$ cat config.mk
export PLATFORM = sky130hd
export DESIGN_NAME = instr_fetch_unit
export DESIGN_NICKNAME = d
export VERILOG_FILES = /design/src/rtl/instr_fetch_unit_pkg.sv /design/src/rtl/instr_fetch_unit_fetch_buffer.sv /design/src/rtl/instr_fetch_unit.sv
export SDC_FILE = /design/constraint.sdc
export NUM_CORES = 1
export LEC_CHECK = 0
export BUFFER_PORTS_ARGS = -buffer_cell sky130_fd_sc_hd__buf_4
export CORE_MARGIN = 2
export CORE_UTILIZATION = 35
export CTS_CLUSTER_DIAMETER = 50
export CTS_CLUSTER_SIZE = 12
export DETAILED_ROUTE_END_ITERATION = 10
export GPL_ROUTABILITY_DRIVEN = 0
export SYNTH_ARGS = -nofsm -noshare
export SYNTH_HDL_FRONTEND = slang
export SYNTH_SLANG_ARGS = --single-unit
$ cat constraint.sdc
create_clock -name iCLK -period 6.6 [get_ports iCLK]
set_input_delay 1.32 -clock iCLK [delete_from_list [all_inputs] [get_ports iCLK]]
set_output_delay 1.32 -clock iCLK [all_outputs]
set_load 0.005 [all_outputs]
$ cat src/rtl/instr_fetch_unit_pkg.sv
// Shared fetch/decode definitions: opcodes, memory-map constants, fetch FSM state and buffer payload.
package instr_fetch_unit_pkg;

  localparam logic [31:0] ZERO = 32'h0000_0000;

  localparam logic [6:0] OPC_LOAD   = 7'b0000011;
  localparam logic [6:0] OPC_OP_IMM = 7'b0010011;
  localparam logic [6:0] OPC_AUIPC  = 7'b0010111;
  localparam logic [6:0] OPC_STORE  = 7'b0100011;
  localparam logic [6:0] OPC_OP     = 7'b0110011;
  localparam logic [6:0] OPC_LUI    = 7'b0110111;
  localparam logic [6:0] OPC_BRANCH = 7'b1100011;
  localparam logic [6:0] OPC_JALR   = 7'b1100111;
  localparam logic [6:0] OPC_JAL    = 7'b1101111;

  localparam logic [31:0] TEXT_ADDRESS = 32'h0040_0000;
  localparam logic [31:0] NOP          = 32'h0000_0013;

  typedef enum logic {
    FETCH = 1'b0,
    FLUSH = 1'b1
  } fetch_state_t;

  typedef struct packed {
    logic [31:0] pc;
    logic [31:0] instr;
  } fetch_entry_t;

  // Instruction fetches are word granular; the low address bits are dropped.
  function automatic logic [31:0] word_align(input logic [31:0] addr);
    return {addr[31:2], 2'b00};
  endfunction

endpackage

$ cat src/rtl/instr_fetch_unit_fetch_buffer.sv
// Reservation FIFO: a slot is reserved with its PC at request accept and filled in order by responses.
module fetch_buffer
  import instr_fetch_unit_pkg::*;
#(
  parameter int unsigned DEPTH = 2
) (
  input  logic                       clk,
  input  logic                       rst,
  input  logic                       clear,
  input  logic                       reserve,
  input  logic [31:0]                reserve_pc,
  input  logic                       fill,
  input  logic [31:0]                fill_instr,
  input  logic                       pop,
  output logic                       head_valid,
  output fetch_entry_t               head,
  output logic [$clog2(DEPTH):0]     count
);

  localparam int unsigned PW = $clog2(DEPTH);
  localparam int unsigned CW = PW + 1;

  fetch_entry_t     mem_q [DEPTH];
  logic [DEPTH-1:0] filled_q;
  logic [PW-1:0]    rd_ptr_q;
  logic [PW-1:0]    wr_ptr_q;
  logic [PW-1:0]    fill_ptr_q;
  logic [CW-1:0]    count_q;

  // Control state; pointers wrap naturally because DEPTH is a power of two.
  always_ff @(posedge clk) begin
    if (rst || clear) begin
      filled_q   <= '0;
      rd_ptr_q   <= '0;
      wr_ptr_q   <= '0;
      fill_ptr_q <= '0;
      count_q    <= '0;
    end else begin
      if (pop) begin
        filled_q[rd_ptr_q] <= 1'b0;
        rd_ptr_q           <= rd_ptr_q + PW'(1);
      end
      if (reserve) begin
        filled_q[wr_ptr_q] <= 1'b0;
        wr_ptr_q           <= wr_ptr_q + PW'(1);
      end
      if (fill) begin
        filled_q[fill_ptr_q] <= 1'b1;
        fill_ptr_q           <= fill_ptr_q + PW'(1);
      end
      count_q <= count_q + CW'(reserve) - CW'(pop);
    end
  end

  // Payload storage needs no reset; the filled flags qualify it.
  always_ff @(posedge clk) begin
    if (reserve) begin
      mem_q[wr_ptr_q].pc <= reserve_pc;
    end
    if (fill) begin
      mem_q[fill_ptr_q].instr <= fill_instr;
    end
  end

  assign head_valid = filled_q[rd_ptr_q];
  assign head       = mem_q[rd_ptr_q];
  assign count      = count_q;

endmodule

$ cat src/rtl/instr_fetch_unit.sv
// Fetch stage: PC, in-order memory requests with variable-latency responses, redirect flush.
module instr_fetch_unit
  import instr_fetch_unit_pkg::*;
#(
  parameter logic [31:0] RESET_PC = TEXT_ADDRESS,
  parameter int unsigned DEPTH    = 2
) (
  input  logic        iCLK,
  input  logic        iRST,
  output logic        oMemReq,
  output logic [31:0] oMemAddr,
  input  logic        iMemReady,
  input  logic        iMemRValid,
  input  logic [31:0] iMemRData,
  input  logic        iRedirect,
  input  logic [31:0] iRedirectPC,
  output logic        oValid,
  output logic [31:0] oInstr,
  output logic [31:0] oPC,
  input  logic        iReady
);

  localparam int unsigned CW = $clog2(DEPTH) + 1;

  fetch_state_t  state_q, state_d;
  logic [31:0]   pc_q, pc_d;
  logic [CW-1:0] outstanding_q, outstanding_d;
  logic [CW-1:0] discard_q, discard_d;

  logic          mem_req_c;
  logic          accept_c;
  logic          rsp_c;
  logic [CW-1:0] inflight_c;
  logic          buf_clear;
  logic          buf_reserve;
  logic          buf_fill;
  logic          buf_pop;
  logic          head_valid;
  fetch_entry_t  head;
  logic [CW-1:0] buf_count;

  always_ff @(posedge iCLK) begin
    if (iRST) begin
      state_q       <= FETCH;
      pc_q          <= RESET_PC;
      outstanding_q <= '0;
      discard_q     <= '0;
    end else begin
      state_q       <= state_d;
      pc_q          <= pc_d;
      outstanding_q <= outstanding_d;
      discard_q     <= discard_d;
    end
  end

  // Next state, counters and buffer controls; redirect overrides everything else in its cycle.
  always_comb begin
    state_d       = state_q;
    pc_d          = pc_q;
    outstanding_d = outstanding_q;
    discard_d     = discard_q;
    mem_req_c     = 1'b0;
    accept_c      = 1'b0;
    buf_clear     = 1'b0;
    buf_reserve   = 1'b0;
    buf_fill      = 1'b0;
    buf_pop       = 1'b0;

    inflight_c = (state_q == FLUSH) ? discard_q : outstanding_q;
    rsp_c      = iMemRValid && (inflight_c != '0);

    if (iRedirect) begin
      buf_clear     = 1'b1;
      pc_d          = word_align(iRedirectPC);
      outstanding_d = '0;
      discard_d     = inflight_c - CW'(rsp_c);
      state_d       = (discard_d != '0) ? FLUSH : FETCH;
    end else begin
      case (state_q)
        FETCH: begin
          buf_pop     = head_valid && iReady;
          mem_req_c   = (buf_count < CW'(DEPTH)) || buf_pop;
          accept_c    = mem_req_c && iMemReady;
          buf_reserve = accept_c;
          buf_fill    = rsp_c;
          if (accept_c) begin
            pc_d = pc_q + 32'd4;
          end
          outstanding_d = outstanding_q + CW'(accept_c) - CW'(rsp_c);
        end
        FLUSH: begin
          if (rsp_c) begin
            discard_d = discard_q - CW'(1);
          end
          if (discard_d == '0) begin
            state_d = FETCH;
          end
        end
        default: state_d = FETCH;
      endcase
    end
  end

  fetch_buffer #(
    .DEPTH(DEPTH)
  ) u_fetch_buffer (
    .clk        (iCLK),
    .rst        (iRST),
    .clear      (buf_clear),
    .reserve    (buf_reserve),
    .reserve_pc (pc_q),
    .fill       (buf_fill),
    .fill_instr (iMemRData),
    .pop        (buf_pop),
    .head_valid (head_valid),
    .head       (head),
    .count      (buf_count)
  );

  // Outputs are quiet while reset is held.
  assign oMemReq  = mem_req_c && !iRST;
  assign oMemAddr = pc_q;
  assign oValid   = head_valid && !iRST;
  assign oInstr   = oValid ? head.instr : ZERO;
  assign oPC      = oValid ? head.pc : ZERO;

endmodule

==> reports/summary.md <==
After detailed routing, the number of remaining DRC violations is 0. The net count of the finished layout is 814. The tools report the detailed-route via count as 5,080. Routed via count divided by cell count: 4.971. By area, the combinational part of the netlist is dominated by simple AND/OR/NAND/NOR gates. The number of instances on the worst hold path is 2, and the number of H-tree levels is 4.

The number of setup buffers added after CTS was 0. For the filler cell count, the log shows 1,866. The worst setup path is captured at a primary output. The finished cells cover 9244 µm².

After Yosys synthesis, full adders, half adders and majority gates account for 0.8631% of the synthesized area. Final critical delay including setup and external delays: 4.552 ns. The die covers 21,880 µm².

Effective utilization at floorplan: 35.71%. The run gives 11.60 mm as the detailed-placement wirelength estimate. Yosys printed 0 warnings. The post-cts repair resize count was 0; the count of input and output buffers was 161. The logs give 3.312 nW for the static leakage and 0 for the number of max-slew violations in the final report. For the number of antenna violations at the first check in global routing, the log shows 0.

The startpoint identified for the worst hold timing path is u_fetch_buffer.fill_ptr_q. Critical-path cell with the highest stage delay: sky130_fd_sc_hd__nand2_2. Grouping stages by cell kind, the critical path spends the most delay in buffers and inverters. Row generation in the floorplan step produced 52 rows. Summed over all layers, the routed wires come to 17.22 mm.

The type of the tightest min-delay check is register to register. Post-CTS clock slew at the launch and capture registers of the worst setup and hold paths: 0.07 ns. By area the synthesized netlist is led by sky130_fd_sc_hd__edfxtp_1 (51%), sky130_fd_sc_hd__dfxtp_1 (12%), sky130_fd_sc_hd__mux2i_1 (9.0%). The logs give 2437 µm² for the total area of multi-input combinational cells and 4,942 for the via count of the first global-routing pass. Beginning of the worst register-to-register path: state_q. Power spread over the standard cell area amounts to 257.4 nW/µm².

The first global-routing pass estimated 26.59 mm of wire. The later pin in the worst-skew pair is clocked with a latency of 0.42 ns. The pin count of the biggest net entering global routing is 63. Along the worst path, the maximum fanout reaches 35. The worst register-to-register path ends at outstanding_q[1]. The post-synthesis share of cell area spent on xor and xnor gates is 2.658%. The number of hold violations in the final report came out at 0. In this design, the critical path's most frequently occurring cell is sky130_fd_sc_hd__buf_4. The total iterations of the first detailed-routing run came out at 4. Of the synthesized area, sequential elements account for 63.25%.

At the pin with the least slew margin, the transition time is 1.167 ns. The post-route netlist has 27.93% of its cells at a drive strength greater than 1. Detail-routed net length per standard cell: 16.85 µm. The synthesized instance count was 589; the largest stage delay on the critical path was 0.62 ns. Across every metal layer, demand over resource in global routing totals 15.72%.

The critical path in this run is classified as input pin to primary output. Hold repair after CTS inserted 0 buffers. The first routing iteration left 277 violations. Library cell occupying the most area in the post-synthesis netlist: sky130_fd_sc_hd__edfxtp_1. After synthesis, the most frequently instantiated cells are sky130_fd_sc_hd__edfxtp_1 (124), sky130_fd_sc_hd__nor2_1 (103), sky130_fd_sc_hd__mux2i_1 (65). The logs give 0 for the final-report setup violation count and 20,300 µm² for the floorplan core area. The most used flip-flop cell after synthesis is sky130_fd_sc_hd__edfxtp_1. The endpoint required time on the critical path came out at 5.28 ns. Across the VDD grid, the largest voltage drop is 0.0001923 V. The compound-gate portion of the synthesized area was 6.128%.

For the clock skew after layout, the log shows 0.01642 ns. TritonCTS built the clock tree. After synthesis, the share of flip-flops with an asynchronous set or reset is 0%. The tools report the antenna diode count as 0. The final global-route overflow total came out at 0. Relative to the synthesized area, the layout overhead comes to 27.53%. Synthesis inferred 167 register bits. The number of nets still failing antenna checks after routing came out at 0. The number of buffers created by CTS came out at 17. Registers take 4588 µm². After synthesis, the mean cell area works out to 12.31 µm². The area share of the largest cell type after synthesis was 51.37%; the basic-gate share of the synthesized area counting and, or, nand and nor cells was 14.17%.

For the worst setup path, the data arrival time is 3.23 ns. The portion of synthesized area spent on multiplexers is 9.494%. The cell sitting at the root of the clock tree is a sky130_fd_sc_hd__clkbuf_16.

The clock passes through at most 2 buffers. For the final routed database, the setup TNS stands at 0 ns. The area of the mapped netlist came out at 7248 µm². sky130_fd_sc_hd__edfxtp_1 is the most common cell in the netlist. After synthesis, the netlist uses 52 different library cells. For hold timing, the worst endpoint is u_fetch_buffer.fill_ptr_q. Across the run, the number of max-cap violations was 0. The y dimension of the die was 147.9 µm.

Traced cell by cell, the critical path runs through buf_4 -> inv_1 -> nand2_2 -> buf_4 -> nor2_1 -> buf_4. The number of synthesized flops with an enable pin came out at 124. In this run the cell area measured after placement is 8666 µm².

Together, buffers and inverters on the worst path number 4. The relative max-transition margin was 22.18%; the worst-case register-to-register setup slack was 3.92 ns. The run finished with clean final reports. The worst setup path is launched from an input pin. Setup repair after global routing left no endpoint under its margin. CTS saw 167 sinks. Measured along the x axis, the die boundary spans 147.9 µm. Pin placement for this block handled 168 I/O pins.

Share of the clock period used by the worst path after layout: 68.98%. Measured in cells, the most critical reg-to-reg path has a length of 8. Static timing analysis puts the maximum clock frequency at 0.2197 GHz.
-- layout make-up --
class | count | share of cell area (%)
clock inverters | 14 | 1.611
multi-input cells | 373 | 26.37
flip-flops and latches | 167 | 49.63
inverters | 13 | 0.5279
repair buffers | 167 | 13.56
well taps | 270 | 3.655
clock buffers | 18 | 4.643
-- worst max-delay path by stage --
stage / slack, ns / endpoint / from / cells past startpoint
2_1_floorplan: 2.88 / u_fetch_buffer.mem_q[0][34] / iMemReady / 5
3_3_place_gp: 2.13 / oInstr[24] / iRST / 6
3_5_place_dp: 2.04 / oInstr[22] / iRST / 6
4_1_cts: 2.03 / oInstr[22] / iRST / 6
5_1_grt: 1.88 / oInstr[24] / iRST / 6
6_report: 2.05 / oInstr[15] / iRST / 6
-- layer usage --
| metal | vias to the layer above | part of all wire [%] | GRT usage, % |
|---|---|---|---|
| li1 | 2453 | - | - |
| met1 | 2420 | 44 | 21.06 |
| met2 | 189 | 47 | 24.67 |
| met3 | 18 | 7.4 | 4.259 |
| met4 | 0 | 1.6 | 5.619 |
| met5 | - | 0 | 0 |
-- tightest hold or removal path, delay by kind of cell, from the launching register on --
family | cells | cell delay (ns)
simple gates | 1 | 0.06
flops | 1 | 0.32
compound gates | 1 | 0.05
-- state kept, by name, summed over array words and instances, names as in the netlist, named ones only --
| register | cells |
|---|---|
| discard_q | 2 |
| oMemAddr | 30 |
| outstanding_q | 2 |
| state_q | 1 |
| u_fetch_buffer.count | 2 |
| u_fetch_buffer.fill_ptr_q | 1 |
| u_fetch_buffer.filled_q | 2 |
| u_fetch_buffer.mem_q | 124 |
| u_fetch_buffer.rd_ptr_q | 1 |
| u_fetch_buffer.wr_ptr_q | 1 |
-- power breakdown --
part           internal [W]  total [W]  switching (W)
clock              0.000560   0.000960       0.000400
sequential          0.00118    0.00122      0.0000432
combinational     0.0000928   0.000197       0.000104
total               0.00183    0.00238       0.000547
-- per-stage QoR --
| step | power, W | hold WS [ns] | worst slack [ns] | util, % | instances |
|---|---|---|---|---|---|
| finish | 0.002380 | 0.4719 | 2.048 | 45.54 | 1022 |
| global placement | 0.001432 | 0.4574 | 2.133 | 42.69 | 990 |
| CTS | 0.002405 | 0.4752 | 2.035 | 45.54 | 1022 |
| floorplan | 0.001343 | 0.4496 | 2.875 | - | 592 |
| global route | 0.002477 | 0.5057 | 1.883 | 45.54 | 1022 |
| detailed placement | 0.001443 | 0.4661 | 2.037 | 42.69 | 990 |
-- cell families after synthesis --
| family | Yosys count |
|---|---|
| flops | 167 |
| buf+inv | 52 |
| other cells | 1 |
| mux | 68 |
| fa+ha+maj | 5 |
| simple gates | 216 |
| xor+xnor | 22 |
| compound gates | 58 |
-- placed cells by master (no fill, tap or decap), types with 7 or more instances in the layout --
master	netlist	layout
sky130_fd_sc_hd__edfxtp_1	124	124
sky130_fd_sc_hd__xnor2_1	14	14
sky130_fd_sc_hd__nor4_1	10	10
sky130_fd_sc_hd__nor2b_1	11	11
sky130_fd_sc_hd__mux2i_1	65	65
sky130_fd_sc_hd__nand3_1	14	14
sky130_fd_sc_hd__nand2_1	26	25
sky130_fd_sc_hd__nor2_1	103	101
sky130_fd_sc_hd__buf_4	5	167
sky130_fd_sc_hd__nor3_1	20	20
sky130_fd_sc_hd__inv_1	13	13
sky130_fd_sc_hd__xor2_1	8	8
sky130_fd_sc_hd__clkbuf_16	0	17
sky130_fd_sc_hd__nand4_1	7	7
sky130_fd_sc_hd__dfxtp_1	43	42
sky130_fd_sc_hd__a211oi_1	13	13
sky130_fd_sc_hd__a21oi_1	11	11
Power figures use the tool's default switching activity.
